<file path="config.mk">
export PLATFORM = sky130hd
export DESIGN_NAME = ita_output_buffer
export DESIGN_NICKNAME = d
export VERILOG_FILES = /design/src/rtl/ita_package.sv /design/src/rtl/ita_fifo_fwft.sv /design/src/rtl/ita_output_buffer.sv
export SDC_FILE = /design/constraint.sdc
export NUM_CORES = 1
export LEC_CHECK = 0
export BUFFER_PORTS_ARGS = -buffer_cell sky130_fd_sc_hd__buf_2
export CAP_MARGIN = 15
export CORE_MARGIN = 3
export CORE_UTILIZATION = 56
export CTS_BUF_LIST = sky130_fd_sc_hd__clkbuf_8
export DETAILED_ROUTE_END_ITERATION = 10
export PLACE_DENSITY = 0.87
export SETUP_SLACK_MARGIN = 0.3
export SLEW_MARGIN = 25
export SYNTH_ARGS = -nofsm -noshare
export SYNTH_HDL_FRONTEND = slang
export SYNTH_SLANG_ARGS = --single-unit
</file>
<file path="constraint.sdc">
create_clock -name clk_i -period 5.1 [get_ports clk_i]
set_input_delay 0.765 -clock clk_i [delete_from_list [all_inputs] [get_ports clk_i]]
set_output_delay 0.765 -clock clk_i [all_outputs]
set_load 0.03 [all_outputs]
</file>
<file path="src/rtl/ita_package.sv">
// Shared ITA constants and types used by the output buffer and its FIFO.
package ita_package;

  localparam int unsigned N           = 16;
  localparam int unsigned M           = 64;
  localparam int unsigned WO          = 8;
  localparam int unsigned FifoDepth   = 4;
  localparam int unsigned OupIdxWidth = $clog2(M * M / N);
  localparam int unsigned FillWidth   = $clog2(FifoDepth) + 1;

  typedef enum logic [3:0] {
    Idle, Q, K, V, QK, AV, OW, F1, F2, MatMul
  } step_e;

  typedef struct packed {
    logic [N*WO-1:0] data;
    step_e           step;
  } oup_beat_t;

endpackage

</file>
<file path="src/rtl/ita_fifo_fwft.sv">
// First-word-fall-through FIFO; push while full is accepted only alongside a pop.
module ita_fifo_fwft #(
  parameter type         beat_t = logic,
  parameter int unsigned Depth  = 4
) (
  input  logic                 clk_i,
  input  logic                 rst_ni,
  input  logic                 clear_i,
  input  logic                 push_i,
  input  beat_t                data_i,
  input  logic                 pop_i,
  output beat_t                data_o,
  output logic                 full_o,
  output logic                 empty_o,
  output logic [$clog2(Depth):0] fill_o
);

  localparam int unsigned PtrW = $clog2(Depth);

  beat_t           mem_q [Depth];
  logic [PtrW-1:0] wptr_q, rptr_q;
  logic [PtrW:0]   fill_q;
  logic            push_ok, pop_ok;

  // Depth is a power of two, so the fill MSB alone marks full.
  assign full_o  = fill_q[PtrW];
  assign empty_o = (fill_q == '0);
  assign fill_o  = fill_q;

  assign pop_ok  = pop_i && !empty_o;
  assign push_ok = push_i && (!full_o || pop_ok);

  // Empty head reads as all-zero so outputs match their reset values.
  assign data_o = empty_o ? '0 : mem_q[rptr_q];

  always_ff @(posedge clk_i) begin
    if (!clear_i && push_ok) mem_q[wptr_q] <= data_i;
  end

  always_ff @(posedge clk_i or negedge rst_ni) begin
    if (!rst_ni) begin
      wptr_q <= '0;
      rptr_q <= '0;
      fill_q <= '0;
    end else if (clear_i) begin
      wptr_q <= '0;
      rptr_q <= '0;
      fill_q <= '0;
    end else begin
      if (push_ok) wptr_q <= wptr_q + PtrW'(1);
      if (pop_ok)  rptr_q <= rptr_q + PtrW'(1);
      if (push_ok && !pop_ok)      fill_q <= fill_q + (PtrW+1)'(1);
      else if (pop_ok && !push_ok) fill_q <= fill_q - (PtrW+1)'(1);
    end
  end

endmodule

</file>
<file path="src/rtl/ita_output_buffer.sv">
// Output beat buffer: FWFT queue plus tile-position tagging and sticky overflow.
module ita_output_buffer
  import ita_package::*;
(
  input  logic                   clk_i,
  input  logic                   rst_ni,
  input  logic                   clear_i,
  input  step_e                  step_i,
  input  logic                   res_valid_i,
  input  logic [N*WO-1:0]        res_data_i,
  output logic [N*WO-1:0]        oup_data_o,
  output step_e                  oup_step_o,
  output logic [OupIdxWidth-1:0] oup_idx_o,
  output logic                   oup_last_o,
  output logic                   oup_valid_o,
  input  logic                   oup_ready_i,
  output logic [FillWidth-1:0]   fill_o,
  output logic                   busy_o,
  output logic                   overflow_o
);

  localparam logic [OupIdxWidth-1:0] LastIdx = OupIdxWidth'(M * M / N - 1);

  oup_beat_t              push_beat, head_beat;
  logic                   full, empty, pop;
  logic [OupIdxWidth-1:0] cnt_q;
  step_e                  last_step_q;
  logic                   overflow_q;

  assign push_beat = '{data: res_data_i, step: step_i};

  ita_fifo_fwft #(
    .beat_t (oup_beat_t),
    .Depth  (FifoDepth)
  ) i_fifo (
    .clk_i   (clk_i),
    .rst_ni  (rst_ni),
    .clear_i (clear_i),
    .push_i  (res_valid_i),
    .data_i  (push_beat),
    .pop_i   (pop),
    .data_o  (head_beat),
    .full_o  (full),
    .empty_o (empty),
    .fill_o  (fill_o)
  );

  assign oup_valid_o = !empty;
  assign busy_o      = oup_valid_o;
  assign pop         = oup_valid_o && oup_ready_i;
  assign oup_data_o  = head_beat.data;
  assign oup_step_o  = head_beat.step;
  assign overflow_o  = overflow_q;

  // A head whose step differs from the last popped beat starts a new tile.
  assign oup_idx_o  = (head_beat.step != last_step_q) ? '0 : cnt_q;
  assign oup_last_o = oup_valid_o && (oup_idx_o == LastIdx);

  always_ff @(posedge clk_i or negedge rst_ni) begin
    if (!rst_ni) begin
      cnt_q       <= '0;
      last_step_q <= Idle;
      overflow_q  <= 1'b0;
    end else if (clear_i) begin
      cnt_q       <= '0;
      last_step_q <= Idle;
      overflow_q  <= 1'b0;
    end else begin
      if (pop) begin
        cnt_q       <= (oup_idx_o == LastIdx) ? '0 : oup_idx_o + OupIdxWidth'(1);
        last_step_q <= head_beat.step;
      end
      if (res_valid_i && full && !pop) overflow_q <= 1'b1;
    end
  end

endmodule
</file>
==> run_results.csv <==
group,metric,value,unit
outcome,status,"complete, no violations",
floorplan,start_util,57.2,%
worst_setup_path,end_kind,"output port",
grt,grt_pass1_vias,11714,
floorplan,rows,70,
cts,cts_hold_buf,0,
worst_setup_path,arrival,3.56,ns
yosys,async_reset_ff_share,3.65,%
final_layout,layout_common_cells,"edfxtp_1 (528), buf_2 (283), and2_1 (138), mux4_2 (132), clkbuf_8 (93)",
yosys,synthAdderAreaFrac,0.332,%
final_layout,final_common_cell,"edfxtp_1",
timing,period_needed,4.33,ns
cts,clock_sinks,548,
timing,hold_violations,0,
placement,io_buffers,283,
final_layout,fin_util,67.5,%
cts,root_buffer,"clkbuf_8",
floorplan,chipWidth,200,um
routing,final_antenna_net_count,0,
routing,vias,10786,
yosys,synth-compound-area-share,0.789,%
min_path,hold_class,"in -> async",
routing,drtPass1Iterations,5,
timing,drv_slew,0,
yosys,syn_inst,988,
grt,grt_max_degree,82,
worst_setup_path,critPathLaunchType,"register",
yosys,synth.area.mux_share,14.2,%
timing,fin_tns_setup,0,ns
yosys,ys_seq_area_share,77.5,%
cts,cts_buffers,87,
timing,tightest_slew,0.915,ns
yosys,ys_types,39,
worst_setup_path,path_class,"reg -> out",
yosys,syn-num-nets,1130,
cts,cts_resized,0,
final_layout,drive_gt1_share,40.7,%
yosys,post_synth_instance_area,0.0211,mm2
grt,grt_use_total,22.0,%
yosys,ys_ff_latch,548,
cts,htreeDepth,3,
power_and_ir_drop,p_leak,8.67,nW
power_and_ir_drop,vdd_drop_max,454,uV
yosys,avgSynthCellArea,21.4,um2
cts,clk_path_buf_depth,3,
placement,gp_congestion,0.764,
timing,hold-worst-slack,0.0888,ns
yosys,synthSimpleGateAreaFrac,5.69,%
floorplan,die_h,200,um
placement,dpl.hpwl,25.1,mm
timing,setup_violations,0,
routing,wl_per_cell,22.7,um
cts,clkSlewWorstSetupHoldPaths,0.06,ns
job,maxCapViolCount,0,
cts,post_cts_buffers,0,
final_layout,nNetsFinal,1470,
worst_setup_path,worstPathRequired,4.34,ns
routing,drt-vias-per-instance,5.66,
cts,cts_tree,"done",
routing,routed_wl,43.1,mm
timing,grt_setup_unrepaired,"no",
routing,drc_errors,0,
cts,clk_latency,0.64,ns
grt,grt_overflow_total,0,
routing,drtIter0Drc,732,
timing,slew_headroom,39.0,%
grt,grt_pass1_wl,67.4,mm
timing,timing.final.crit_share,84.9,%
yosys,synth_top_family_by_area,"multiplexers",
worst_setup_path,rr_worst_depth,6,
power_and_ir_drop,powerDensity,559,mW/mm2
timing,finClkSkew,0.0248,ns
floorplan,dieArea,0.0400,mm2
yosys,synthXorXnorAreaFrac,0.249,%
yosys,yosys_warnings,0,
yosys,ys.flop_type,"edfxtp_1",
floorplan,core_area,0.0369,mm2
grt,antenna_found_initial,7,
yosys,synth_edf_count,528,
floorplan,io_pins,284,
timing,fmax,231,MHz
worst_setup_path,critPathMaxFanout,27,
final_layout,syn_to_final_growth,17.9,%
## worst max-delay path, cell delays in order (launching register included)
cell     delay [ns]
dfrtp_4        0.78
mux4_2         0.62
nor4b_1        0.30
a31oi_1        0.09
a22oi_2        0.62
nor3b_1        0.28
buf_2          0.23
## layer usage
metal | GRT usage [%] | up-vias | share of wire [%]
li1 | - | 4671 | -
met1 | 28.7 | 5606 | 39
met2 | 35.6 | 428 | 51
met3 | 6.68 | 75 | 8.3
met4 | 7.96 | 6 | 2.0
met5 | 0 | - | 0.11
## flip-flops by register name (all words and copies together) (netlist names)
name / flops
i_fifo.wptr_q: 2
i_fifo.rptr_q: 2
overflow_o: 1
last_step_q: 4
cnt_q: 8
i_fifo.mem_q: 528
i_fifo.fill_o: 3
## cells by family (layout without fill, tap and decap cells)
kind of cell | count (synthesis) | count (layout)
simple gates | 209 | 209
other cells | 0 | 5
fa+ha+maj | 5 | 5
mux | 134 | 134
buf+inv | 60 | 467
compound gates | 26 | 26
xor+xnor | 6 | 6
flops | 548 | 548
## area by class of cell
cell class / count / area (um2)
well taps: 504 / 631
flip-flops and latches: 548 / 16400
repair buffers: 303 / 1650
clock inverters: 63 / 427
fillers: 2290 / 12000
multi-input cells: 380 / 4490
diodes: 5 / 12.5
inverters: 8 / 31.3
clock buffers: 93 / 1280
## cells in the mapped netlist, types with 5 or more instances
library cell / number / area share [%]
a21oi_1: 7 / 0.17
a31oi_1: 7 / 0.21
xnor2_1: 5 / 0.21
edfxtp_1: 528 / 75
inv_1: 7 / 0.12
nor2_1: 17 / 0.30
nand3_1: 6 / 0.14
dfrtp_1: 20 / 2.4
buf_1: 8 / 0.14
and2_1: 142 / 4.2
mux4_2: 132 / 14
nand2_1: 24 / 0.43
clkbuf_1: 27 / 0.48
o21ai_0: 5 / 0.12
nor3_1: 7 / 0.17
buf_2: 12 / 0.28
## final timing paths
kind	slack, ns	startpoint	endpoint
max in group asynchronous	4.63	rst_ni	i_fifo.rptr_q[1]
min	0.09	rst_ni	cnt_q[7]
min reg2reg	0.50	overflow_o	overflow_o
max	0.77	i_fifo.rptr_q[0]	oup_last_o
min in group clk_i	0.34	res_data_i[56]	i_fifo.mem_q[2][60]
max reg2reg	2.16	i_fifo.rptr_q[0]	cnt_q[6]
## per-stage QoR
stage	cell area (um2)	instances	power (mW)	setup WS [ns]
global placement	23100	1741	10.3	1.54
detailed placement	23100	1742	10.4	1.43
CTS	24800	1898	14.1	0.679
finish	24900	1904	13.9	0.771
floorplan	21100	988	8.99	0.392
global route	24900	1902	14.5	0.493
## report_power, final
group / total (mW) / internal, mW / switching (mW)
clock network: 3.65 / 1.99 / 1.66
logic: 4.90 / 1.74 / 3.17
registers: 5.36 / 5.19 / 0.169
No activity file was read; power rests on OpenSTA's default activity.
